==> src/rtl/fetch_execute_controller_pkg.sv <==
// Shared definitions for the fetch/execute sequencer: widths, opcodes, FSM state
// encodings and the instruction class reported by the decoder.
package fetch_execute_controller_pkg;

    localparam int FEC_DATA_W = 8;
    localparam int FEC_ADDR_W = 4;

    localparam logic [3:0] OP_NOP = 4'h0;
    localparam logic [3:0] OP_LDA = 4'h1;
    localparam logic [3:0] OP_LDB = 4'h2;
    localparam logic [3:0] OP_STA = 4'h3;
    localparam logic [3:0] OP_ADD = 4'h4;
    localparam logic [3:0] OP_SUB = 4'h5;
    localparam logic [3:0] OP_AND = 4'h6;
    localparam logic [3:0] OP_OR  = 4'h7;
    localparam logic [3:0] OP_JMP = 4'h8;
    localparam logic [3:0] OP_JZ  = 4'h9;
    localparam logic [3:0] OP_HLT = 4'hF;

    // Encodings are visible on the debug LEDs, so keep them stable.
    typedef enum logic [3:0] {
        ST_IDLE   = 4'd0,
        ST_FETCH  = 4'd1,
        ST_DECODE = 4'd2,
        ST_MEM_RD = 4'd3,
        ST_LOAD   = 4'd4,
        ST_MEM_WR = 4'd5,
        ST_ALU    = 4'd6,
        ST_ALU_WB = 4'd7,
        ST_PAUSE  = 4'd8,
        ST_HALT   = 4'd9
    } state_e;

    // Jumps and illegal opcodes are CLS_NOP: they finish in DECODE.
    typedef enum logic [2:0] {
        CLS_NOP,
        CLS_LOAD,
        CLS_STORE,
        CLS_ALU,
        CLS_HALT
    } op_class_e;

endpackage

==> src/rtl/fetch_execute_controller_decoder.sv <==
// Combinational instruction decoder: opcode nibble -> instruction class,
// jump decision (JZ uses the current zero flag) and illegal-opcode flag.
module fetch_execute_controller_decoder
    import fetch_execute_controller_pkg::*;
(
    input  logic [7:0] instr,
    input  logic       zero,
    output op_class_e  op_class,
    output logic       jump,
    output logic       illegal
);

    // Classify the opcode; A-E fall through to illegal and behave as NOP.
    always_comb begin
        op_class = CLS_NOP;
        jump     = 1'b0;
        illegal  = 1'b0;
        case (instr[7:4])
            OP_NOP:                         op_class = CLS_NOP;
            OP_LDA, OP_LDB:                 op_class = CLS_LOAD;
            OP_STA:                         op_class = CLS_STORE;
            OP_ADD, OP_SUB, OP_AND, OP_OR:  op_class = CLS_ALU;
            OP_JMP:                         jump     = 1'b1;
            OP_JZ:                          jump     = zero;
            OP_HLT:                         op_class = CLS_HALT;
            default:                        illegal  = 1'b1;
        endcase
    end

endmodule

==> src/rtl/fetch_execute_controller.sv <==
// Fetch/decode/execute sequencer for the 8-bit datapath. Owns PC, A, B, the
// zero flag and the sticky illegal flag; drives the RAM and ULA with one-cycle
// registered strobes.
//
//   state  | meaning
//   IDLE   | after reset, waiting for start
//   FETCH  | mem_rd at pc
//   DECODE | latch opcode, advance or redirect pc, pick execute path
//   MEM_RD | mem_rd at operand (LDA/LDB)
//   LOAD   | A or B <= mem_rdata
//   MEM_WR | mem_we at operand with A (STA)
//   ALU    | alu_enable with opcode
//   ALU_WB | A <= alu_result, update zero
//   PAUSE  | single-step wait for step/start
//   HALT   | stopped by HLT, registers retained
//
// "END" is not a state: every instruction's last state picks PAUSE or FETCH
// directly from step_mode.
module fetch_execute_controller
    import fetch_execute_controller_pkg::*;
#(
    parameter int DATA_W = FEC_DATA_W,
    parameter int ADDR_W = FEC_ADDR_W
) (
    input  logic              clock,
    input  logic              reset,
    input  logic              start,
    input  logic              step_mode,
    input  logic              step,
    output logic [ADDR_W-1:0] mem_addr,
    output logic              mem_rd,
    output logic              mem_we,
    output logic [DATA_W-1:0] mem_wdata,
    input  logic [DATA_W-1:0] mem_rdata,
    output logic [3:0]        alu_opcode,
    output logic              alu_enable,
    input  logic [DATA_W-1:0] alu_result,
    output logic [DATA_W-1:0] reg_a,
    output logic [DATA_W-1:0] reg_b,
    output logic [ADDR_W-1:0] pc,
    output logic [3:0]        state,
    output logic              busy,
    output logic              halted,
    output logic              illegal
);

    state_e            state_q, state_d;
    logic [ADDR_W-1:0] pc_q, pc_d;
    logic [DATA_W-1:0] reg_a_q, reg_a_d;
    logic [DATA_W-1:0] reg_b_q, reg_b_d;
    // Only the opcode half of IR is kept; the operand is consumed in DECODE.
    logic [3:0]        ir_op_q, ir_op_d;
    logic              zero_q, zero_d;
    logic              illegal_q, illegal_d;
    logic [ADDR_W-1:0] mem_addr_q, mem_addr_d;
    logic              mem_rd_q, mem_rd_d;
    logic              mem_we_q, mem_we_d;
    logic [3:0]        alu_opcode_q, alu_opcode_d;
    logic              alu_enable_q, alu_enable_d;

    logic [7:0]        instr;
    logic [ADDR_W-1:0] operand;
    op_class_e         dec_class;
    logic              dec_jump;
    logic              dec_illegal;
    state_e            end_next;

    assign instr    = mem_rdata[7:0];
    assign operand  = mem_rdata[ADDR_W-1:0];
    assign end_next = step_mode ? ST_PAUSE : ST_FETCH;

    fetch_execute_controller_decoder u_decoder (
        .instr    (instr),
        .zero     (zero_q),
        .op_class (dec_class),
        .jump     (dec_jump),
        .illegal  (dec_illegal)
    );

    // Next-state, register updates and next-cycle strobe values.
    always_comb begin
        state_d      = state_q;
        pc_d         = pc_q;
        reg_a_d      = reg_a_q;
        reg_b_d      = reg_b_q;
        ir_op_d      = ir_op_q;
        zero_d       = zero_q;
        illegal_d    = illegal_q;
        mem_addr_d   = mem_addr_q;
        alu_opcode_d = alu_opcode_q;

        case (state_q)
            ST_IDLE, ST_HALT: begin
                if (start) begin
                    state_d = ST_FETCH;
                    pc_d    = '0;
                end
            end
            ST_FETCH:  state_d = ST_DECODE;
            ST_DECODE: begin
                ir_op_d = instr[7:4];
                pc_d    = dec_jump ? operand : pc_q + 1'b1;
                if (dec_illegal) illegal_d = 1'b1;
                case (dec_class)
                    CLS_LOAD:  state_d = ST_MEM_RD;
                    CLS_STORE: state_d = ST_MEM_WR;
                    CLS_ALU:   state_d = ST_ALU;
                    CLS_HALT:  state_d = ST_HALT;
                    default:   state_d = end_next;
                endcase
            end
            ST_MEM_RD: state_d = ST_LOAD;
            ST_LOAD: begin
                if (ir_op_q == OP_LDB) reg_b_d = mem_rdata;
                else                   reg_a_d = mem_rdata;
                state_d = end_next;
            end
            ST_MEM_WR: state_d = end_next;
            ST_ALU:    state_d = ST_ALU_WB;
            ST_ALU_WB: begin
                reg_a_d = alu_result;
                zero_d  = (alu_result == '0);
                state_d = end_next;
            end
            ST_PAUSE: begin
                // start wins over step: restart from address 0.
                if (start) begin
                    state_d = ST_FETCH;
                    pc_d    = '0;
                end else if (step) begin
                    state_d = ST_FETCH;
                end
            end
            default: state_d = ST_IDLE;
        endcase

        // Strobes are decided from the state being entered so they are flops.
        mem_rd_d     = (state_d == ST_FETCH) || (state_d == ST_MEM_RD);
        mem_we_d     = (state_d == ST_MEM_WR);
        alu_enable_d = (state_d == ST_ALU);
        if (state_d == ST_FETCH) begin
            mem_addr_d = pc_d;
        end else if ((state_d == ST_MEM_RD) || (state_d == ST_MEM_WR)) begin
            mem_addr_d = operand;
        end
        if (state_d == ST_ALU) alu_opcode_d = instr[7:4];
    end

    // FSM and datapath registers; reset clears strobes asynchronously.
    always_ff @(posedge clock or negedge reset) begin
        if (!reset) begin
            state_q      <= ST_IDLE;
            pc_q         <= '0;
            reg_a_q      <= '0;
            reg_b_q      <= '0;
            ir_op_q      <= '0;
            zero_q       <= 1'b0;
            illegal_q    <= 1'b0;
            mem_addr_q   <= '0;
            mem_rd_q     <= 1'b0;
            mem_we_q     <= 1'b0;
            alu_opcode_q <= '0;
            alu_enable_q <= 1'b0;
        end else begin
            state_q      <= state_d;
            pc_q         <= pc_d;
            reg_a_q      <= reg_a_d;
            reg_b_q      <= reg_b_d;
            ir_op_q      <= ir_op_d;
            zero_q       <= zero_d;
            illegal_q    <= illegal_d;
            mem_addr_q   <= mem_addr_d;
            mem_rd_q     <= mem_rd_d;
            mem_we_q     <= mem_we_d;
            alu_opcode_q <= alu_opcode_d;
            alu_enable_q <= alu_enable_d;
        end
    end

    assign mem_addr   = mem_addr_q;
    assign mem_rd     = mem_rd_q;
    assign mem_we     = mem_we_q;
    assign mem_wdata  = reg_a_q;
    assign alu_opcode = alu_opcode_q;
    assign alu_enable = alu_enable_q;
    assign reg_a      = reg_a_q;
    assign reg_b      = reg_b_q;
    assign pc         = pc_q;
    assign state      = state_q;
    assign busy       = !(state_q inside {ST_IDLE, ST_HALT, ST_PAUSE});
    assign halted     = (state_q == ST_HALT);
    assign illegal    = illegal_q;

endmodule
==> config.mk <==
export PLATFORM = sky130hd
export DESIGN_NAME = fetch_execute_controller
export DESIGN_NICKNAME = d
export VERILOG_FILES = /design/src/rtl/fetch_execute_controller_pkg.sv /design/src/rtl/fetch_execute_controller_decoder.sv /design/src/rtl/fetch_execute_controller.sv
export SDC_FILE = /design/constraint.sdc
export NUM_CORES = 1
export LEC_CHECK = 0
export CAP_MARGIN = 30
export CORE_ASPECT_RATIO = 0.7
export CORE_UTILIZATION = 50
export CTS_CLUSTER_SIZE = 20
export DETAILED_ROUTE_END_ITERATION = 10
export HOLD_SLACK_MARGIN = 0.05
export PLACE_DENSITY = 0.85
export SETUP_SLACK_MARGIN = 0.15
export SLEW_MARGIN = 20
export SYNTH_ARGS = -nofsm -noshare
export SYNTH_HDL_FRONTEND = slang
export SYNTH_SLANG_ARGS = --single-unit
==> constraint.sdc <==
create_clock -name clock -period 3.5 [get_ports clock]
set_input_delay 0.7 -clock clock [delete_from_list [all_inputs] [get_ports clock]]
set_output_delay 0.7 -clock clock [all_outputs]
set_load 0.01 [all_outputs]
* Word level (Yosys, flattened, before mapping)
Cells that the tools add are included.
Cells by class: order comparisons 0, add/subtract/negate cells 1, eq/ne operators 29, shift operators 0, mux-type cells 15, div/mod/pow operators 0, reductions and logical operators 18, $mul 0, bitwise operators 1
Operators with widths (count):
- equality test 4 x 3 -> 1 bit, second input constant | 10
- two-way mux 4 bit | 8
- one-hot mux 4 bit (7 select lines) | 1
- equality test 4 x 2 -> 1 bit, second input constant | 6
- equality test 4 bit, second input constant | 5
- one-hot mux 4 bit (4 select lines) | 1
- one-hot mux 8 bit (2 select lines) | 1
- equality test 4 x 1 -> 1 bit, second input constant | 3
- one-hot mux 3 bit (4 select lines) | 1
- OR reduction 11 bit | 1
- logical NOT 4 bit | 2
- logical NOT 8 bit | 1
- two-way mux 8 bit | 1
- one-hot mux 4 bit (2 select lines) | 1
- equality test 3 x 2 -> 1 bit, second input constant | 2
- AND reduction 2 bit | 3
- OR reduction 3 bit | 2
- adder 4 x 1 -> 4 bit, second input constant | 1
- nonzero test 2 bit | 2
- OR reduction 2 bit | 2
- OR reduction 4 bit | 1
- equality test 3 x 1 -> 1 bit, second input constant | 1
- equality test 3 bit, second input constant | 1
- nonzero test 3 bit | 1
- 5 further kinds | 6
Word-level totals: word-level logic and storage cells 76, bits in writable memories 0, memories 0, latch bits 0, ROM bits 0, register bits after elaboration 41

* Depth between registers and ports, before layout
Gate-level depths: netlist (run 1).
depth after elaboration 10, gate-level depth with buffers 8

* Hierarchy
From an unflattened synthesis (run 1), not the netlist that was laid out.
Unflattened totals: cells, all modules 206, area total of the unflattened synthesis 2095.8 um2
By module, submodules not included:
- fetch_execute_controller | instances 1, cells an instance 196, area an instance 2033.2 um2
- fetch_execute_controller_decoder | instances 1, cells an instance 10, area an instance 62.6 um2

* Worst setup path before layout (run 1)
OpenSTA, ideal clock, no wires.
path type input port to flip-flop, from input port mem_rdata[5], to register mem_addr_q[0], in the netlist mem_addr[0], arrival time 2.497 ns, setup slack 0.879 ns, stages 7, cell sequence clkbuf_1 or4b_2 a31oi_1 nor3_2 o211ai_2 mux2_1 mux2_2
Between the ends: word-level cells in the longest chain between the ends 9
RTL lines:
- start: declaration | line fetch_execute_controller.sv:34 | input logic [DATA_W-1:0] mem_rdata,
- equality test 4 x 3 -> 1 bit, or another cell as far along | line fetch_execute_controller_decoder.sv:18 | case (instr[7:4])
- OR reduction 4 bit / OR reduction 2 bit (equally long branches)
- one-hot mux 3 bit (4 select lines) | line fetch_execute_controller_decoder.sv:18
- equality test 3 bit, or another cell as far along | line fetch_execute_controller.sv:104 | case (dec_class)
- one-hot mux 4 bit (4 select lines) | line fetch_execute_controller.sv:104
- one-hot mux 4 bit (7 select lines) | line fetch_execute_controller.sv:92 | case (state_q)
- equality test 4 x 2 -> 1 bit / equality test 4 x 3 -> 1 bit (equally long branches) | line fetch_execute_controller.sv:143 | end else if ((state_d == ST_MEM_RD) || (state_d == ST_MEM_WR)) begin
- logical OR 1 bit | line fetch_execute_controller.sv:143
- nonzero test 2 bit (no line)
- end signal: assignment | line fetch_execute_controller.sv:172 | mem_addr_q <= mem_addr_d;
- end: declaration | line fetch_execute_controller.sv:55 | logic [ADDR_W-1:0] mem_addr_q, mem_addr_d;
Several ways; a longest one is shown, not always the timed one. A chain may end at the register's enable or synchronous reset.

* Final worst setup path (run 1)
from input port mem_rdata[4], to register mem_addr_q[1], in the netlist mem_addr[1]
Between the ends: word-level cells in the longest chain between the ends 9
RTL lines:
- equality test 4 x 3 -> 1 bit, or another cell as far along | line fetch_execute_controller_decoder.sv:18
- OR reduction 4 bit / OR reduction 2 bit (equally long branches)
- one-hot mux 3 bit (4 select lines) (*) | line fetch_execute_controller_decoder.sv:18
- equality test 3 bit, or another cell as far along | line fetch_execute_controller.sv:104
- one-hot mux 4 bit (4 select lines) (*) | line fetch_execute_controller.sv:104
- one-hot mux 4 bit (7 select lines) (*) | line fetch_execute_controller.sv:92
- net state_d[2] | line fetch_execute_controller.sv:47 | state_e state_q, state_d;
- equality test 4 x 2 -> 1 bit / equality test 4 x 3 -> 1 bit (equally long branches) | line fetch_execute_controller.sv:143
- logical OR 1 bit | line fetch_execute_controller.sv:143
- nonzero test 2 bit (no line)
The timed path passes the listed nets; every way through them passes the cells marked *.

==> results of run 1 <==
worst paths after layout:
path	depth (start not counted)	end	slack (ps)	from
worst max-delay path	7	mem_addr[1]	650	mem_rdata[4]
worst min-delay path	1	state[1]	220	reset
worst max register to register	6	mem_addr[1]	950	state[0]
worst min register to register	1	alu_opcode[2]	470	alu_opcode[2]
max in group asynchronous	2	mem_addr[1]	2850	reset
min in group clock	1	alu_opcode[2]	470	alu_opcode[2]
sequential cells by signal (all words and copies together) (netlist names), 4 cells and up:
register / cells
pc: 4
alu_opcode: 4
mem_wdata: 8
reg_b: 8
mem_addr: 4
ir_op_q: 4
state: 4
metal layers:
| metal | global-route usage | wire, um |
|---|---|---|
| met5 | 0 | 0 |
| met4 | 0.115 | 66 |
| met3 | 0.0764 | 358 |
| met2 | 0.394 | 2420 |
| met1 | 0.338 | 2400 |
stage by stage:
| step | util | setup WS [ps] |
|---|---|---|
| finish | 0.727 | 646 |
| global route | 0.727 | 478 |
| CTS | 0.723 | 629 |
| detailed placement | 0.689 | 417 |
| global placement | 0.689 | 482 |
| floorplan | - | 879 |
cell usage after synthesis (all sizes together), types with 4 or more instances:
master	count
clkbuf	6
nand2	18
buf	12
mux2i	10
a21oi	13
mux2	17
nor2	16
nand3	5
o21ai	5
and2	4
inv	9
dfrtp	41
logic make-up (layout without fill, tap and decap cells):
kind of cell    count (synthesis)  count (layout)  synth area share
flops                          41              41             0.479
mux                            27              27             0.136
compound gates                 36              36             0.118
xor+xnor                        1               1           0.00409
fa+ha+maj                       1               1           0.00584
simple gates                   71              71             0.187
buf+inv                        27              87            0.0706
cell type report:
type                    instances  area [um^2]  area share
clock inverters                 3         65.1      0.0223
inverters                       9         33.8      0.0116
flip-flops and latches         41         1030       0.351
clock buffers                   5         68.8      0.0235
well taps                      52         65.1      0.0223
repair buffers                 70          698       0.239
multi-input cells             136          966       0.330
power by group:
part,switching (uW),internal (uW),leakage (uW)
Sequential,184,679,0.000499
Clock,171,283,0.0000681
Combinational,574,732,0.000738
Total,929,1690,0.00131
==> results.md, run 1 <==
* Row cnt at 19
* Syn_nets at 226
* Yosys warnings at 0
* Crit-path slowest cell: a2111oi_1
* Initial Utilization at 0.533
* Vias per inst at 5.69
* Critical Path AT at 3040 ps
* Cell taking the most area after synthesis: dfrtp_1
* Fillcell total at 303
* Cell Count, Final, Fillers Out at 316
* Post-DP Area at 0.00277 mm^2
* Fmax at 0.350 GHz
* Worst Hold Class: in -> async
* DP HPWL at 3630 um
* # IOs at 67
* CTS Hold Buffers Added at 0
* Startpoint Class: primary input
* Register area share after synthesis at 0.479
* Vias at 1,797
* CP Cell Sequence: clkdlybuf4s50_1, a2111oi_1, nor4_4, nor3_2, o211ai_2, mux2_1, mux2_2
* Pwr dens at 898 mW/mm^2
* Syn-to-layout area delta at 36.4%
* Maxcap violations at 0
* Die X-Extent at 80.3 um
* CP bufs+invs at 1
* CTS Buf Count at 5
* Slew Viols, Final at 0
* 1st-pass router iterations at 4
* CORE AREA at 0.00402 mm^2
* Period minus WS final at 2850 ps
* DR WL/cell at 16.6 um
* Tightest Pin Transition at 742 ps
* Static Leak at 0.00131 uW
* Post_cts resized at 0
* Final setup TNS at 0 ps
* EDFF count, synth at 0
* Global route total overflow at 0
* Fraction of registers with async set or reset after synthesis at 1.00
* Die H at 56.8 um
* Largest cells by area after synthesis: dfrtp_1 48%, mux2_2 7.4%, mux2i_1 4.7%, buf_4 3.2%, nand2_1 3.2%
* Yosys top cell area share at 0.479
* # Post-CTS Setup Buffers at 0
* Worst skew pair latency at 300 ps
* CP required at 3690 ps
* Initial antenna violation count at 0
* Largest net degree at the start of global routing at 42
* Number of port buffers at 66
* Die area at 0.00456 mm^2
* Final setup vio count at 0
* GP Congestion at 0.841
* CTS tree: done
* Setup Skew at 5.15 ps
* Final nets at 285
* Synth Cell Area at 0.00214 mm^2
* Iter 0 DRT Violations at 174
* Netlist cell types at 49
* Commonest non-fill, non-tap cell in the layout: clkdlybuf4s50_1
* Max FO, Critical Path at 7
* Fin. Hold Viols at 0
* Layout cells sized above 1 at 0.144
* Vias in the first global route at 1,842
* CTS root buf: clkbuf_8
* Kind of critical path: in -> reg
* # DRC at 0
* Most frequent cells in the layout: 65 x clkdlybuf4s50_1, 41 x dfrtp_1, 18 x nand2_1
* Slew HR at 0.501
* Mapped Cells at 204
* Routed WL at 5250 um
* Ys flop type: dfrtp_1
* Worst-path clk slew at 80 ps
* Family with the most delay on the worst path: compound AO/OA/AOI/OAI gates
* Min Hold Slack at 223 ps
* Htree depth at 2
* Fin area at 0.00292 mm^2
* Crit. End Element: flip-flop
* Tot GR Track Use at 0.258
* Outcome: completed
* DP Cell Count at 307
* Antenna Nets Post-Route at 0
* First-pass GRT wire length at 8700 um
* Part of the cycle the worst path needs at 0.815
* Peak VDD IR at 0.495 mV
* Worst stage delay on the critical path at 670 ps
* Antenna Cells at 0
* Design Power at 2620 uW
* Syn Area/Cell at 10.5 um^2
* RSZ-0062 raised after global routing: false
* Largest buffer count on any clock path at 2
* CTS Sinks at 41
* Yosys reg bits at 41
Note: power is estimated with default switching activity, not from simulation.
==> run 2, diff against run 1 <==
--- a/config.mk
+++ b/config.mk
@@ -7,11 +7,11 @@
 export LEC_CHECK = 0
 export CAP_MARGIN = 30
 export CORE_ASPECT_RATIO = 0.7
-export CORE_UTILIZATION = 50
+export CORE_UTILIZATION = 42
 export CTS_CLUSTER_SIZE = 20
 export DETAILED_ROUTE_END_ITERATION = 10
 export HOLD_SLACK_MARGIN = 0.05
-export PLACE_DENSITY = 0.85
+export PLACE_DENSITY = 0.76
 export SETUP_SLACK_MARGIN = 0.15
 export SLEW_MARGIN = 20
 export SYNTH_ARGS = -nofsm -noshare
==> constraint.sdc (replaced) <==
create_clock -name clock -period 2.5 [get_ports clock]
set_input_delay 0.5 -clock clock [delete_from_list [all_inputs] [get_ports clock]]
set_output_delay 0.5 -clock clock [all_outputs]
set_load 0.01 [all_outputs]
==> run 2 against run 1 <==
  * Non-clock buffer count grew 24
  * Highest routed layer unchanged
  * Largest power group unchanged
  * Count of clock-buffer cells in the layout grew 2
  * Final cell count grew 13%
  * Sequential cell count is the same
  * Register-to-register slack lost 710 ps
  * Cell area grew 9.1%
  * Largest cell class unchanged
==> results.md, run 2 (synthesized netlist as in run 1, its figures left out) <==
* Iter 0 DRT Violations at 142 (-18%)
* Layout cells sized above 1 at 0.247 (+0.103)
* Setup Skew at 4.36 ps (-0.788 ps)
* Most frequent cells in the layout: 62 x clkdlybuf4s50_1, 38 x dfrtp_1, 26 x buf_4
* CTS root buf: clkbuf_8
* Final nets at 309 (+8.4%)
* Crit. End Element: flip-flop
* Row cnt at 21 (+2)
* Die H at 61.8 um (+8.8%)
* CORE AREA at 0.00483 mm^2 (+20%)
* Fmax at 0.440 GHz
* Slew Viols, Final at 0 (unchanged)
* Vias at 1,897 (+5.6%)
* Tightest Pin Transition at 557 ps (-185 ps)
* Cell Count, Final, Fillers Out at 357 (+13%)
* # IOs at 67 (unchanged)
* CTS Hold Buffers Added at 0 (unchanged)
* Worst Hold Class: in -> async
* Fin area at 0.00319 mm^2 (+9.1%)
* Initial Utilization at 0.443 (-0.0902)
* Pwr dens at 1200 mW/mm^2 (+33%)
* Vias per inst at 5.31 (-6.6%)
* First-pass GRT wire length at 8490 um (-2.4%)
* Syn-to-layout area delta at 48.7%
* Antenna Nets Post-Route at 0 (unchanged)
* Outcome: completed
* Tot GR Track Use at 0.214 (-0.0442)
* Vias in the first global route at 1,681 (-8.7%)
* RR Endpoint: mem_addr[0]
* R2R Setup Slk at 240 ps (-710 ps)
* FF-to-FF Start: state[2]
* Max FO, Critical Path at 4 (-3)
* Htree depth at 2 (unchanged)
* Crit-path slowest cell: clkdlybuf4s50_1
* Register-to-Register Path Depth at 8 (+2)
* Fin. Hold Viols at 0 (unchanged)
* # DRC at 0 (unchanged)
* Die X-Extent at 87.4 um (+8.9%)
* Final setup vio count at 0 (unchanged)
* Worst-path clk slew at 80 ps (about the same)
* Slew HR at 0.629 (+0.127)
* Number of port buffers at 66 (unchanged)
* DP Cell Count at 347 (+13%)
* DP HPWL at 3940 um (+8.6%)
* Die area at 0.00540 mm^2 (+18%)
* Maxcap violations at 0 (unchanged)
* CTS tree: done
* Antenna Cells at 0 (unchanged)
* Initial antenna violation count at 0 (unchanged)
* Critical Path AT at 2460 ps (-580 ps)
* Kind of critical path: in -> reg
* Static Leak at 0.00145 uW (+11%)
* Worst stage delay on the critical path at 480 ps (-190 ps)
* Peak VDD IR at 0.586 mV (+18%)
* RSZ-0062 raised after global routing: false
* 1st-pass router iterations at 5 (+1)
* DR WL/cell at 15.7 um (-5.7%)
* Period minus WS final at 2270 ps
* CTS Sinks at 41 (unchanged)
* Post-DP Area at 0.00297 mm^2 (+7.4%)
* GP Congestion at 0.819 (-2.6%)
* Commonest non-fill, non-tap cell in the layout: clkdlybuf4s50_1
* CP required at 2680 ps (-1010 ps)
* Largest net degree at the start of global routing at 42 (unchanged)
* Global route total overflow at 0 (unchanged)
* CTS Buf Count at 5 (unchanged)
* CP Cell Sequence: clkdlybuf4s50_1, or4b_4, a31oi_4, nor3_2, buf_4, a21oi_1, or2_4, mux2_2
* Part of the cycle the worst path needs at 0.909
* Worst skew pair latency at 290 ps (about the same)
* Startpoint Class: primary input
* Largest buffer count on any clock path at 2 (unchanged)
* Routed WL at 5590 um (+6.5%)
[run 2: worst max-delay path: cells and delay by family]
kind,cells,cell delay [ps]
compound gates,2,280
buf+inv,2,630
mux,1,330
simple gates,3,710
[run 2: final cells by class]
type	count	area, um^2
clock buffers	7	86.3
repair buffers	94	897
clock inverters	1	30.0
well taps	69	86.3
flip-flops and latches	41	1030
fillers	413	1650
multi-input cells	136	1020
inverters	9	33.8
[run 2: metrics by stage]
stage	setup WS [ps]	hold slack, ps	util	TNS (ps)	total power [uW]
3_5_place_dp	-252	455	0.615	-947	3190
2_1_floorplan	191	204	-	0	2260
6_report	227	188	0.659	0	3810
3_3_place_gp	-200	453	0.615	-782	3140
4_1_cts	137	376	0.643	0	3770
5_1_grt	149	221	0.659	0	4060
[run 2: report_power, final]
| part | total (uW) | leakage (uW) | internal [uW] | switching, uW |
|---|---|---|---|---|
| logic | 2080 | 0.000898 | 1190 | 895 |
| registers | 1180 | 0.000495 | 956 | 221 |
| clock network | 555 | 0.0000585 | 326 | 229 |
| total | 3810 | 0.00145 | 2470 | 1350 |
[run 2: how the worst max path moves through the flow]
stage          slack (ps)          from     endpoint  cells past startpoint
6_report              230     step_mode  mem_addr[2]                      8
5_1_grt               150      state[2]  mem_addr[0]                      8
4_1_cts               140  mem_rdata[5]  mem_addr[0]                      8
3_5_place_dp         -250  mem_rdata[4]  mem_addr[0]                      8
3_3_place_gp         -200  mem_rdata[4]  mem_addr[0]                      8
2_1_floorplan         190      state[2]  mem_addr[0]                      7
[run 2: metal layers]
metal	vias to the layer above	wire length, um	global-route usage
met3	4	394	0.0515
met5	-	0	0
met4	0	40	0.0562
met1	940	2600	0.314
met2	75	2550	0.320
li1	878	-	-
[run 2: timing repair]
item / in CTS / in global routing
buffers inserted: 0 / 1
setup endpoints to repair: 4 / 7
gates resized for setup: 5 / 11
pin swaps: 4 / 4
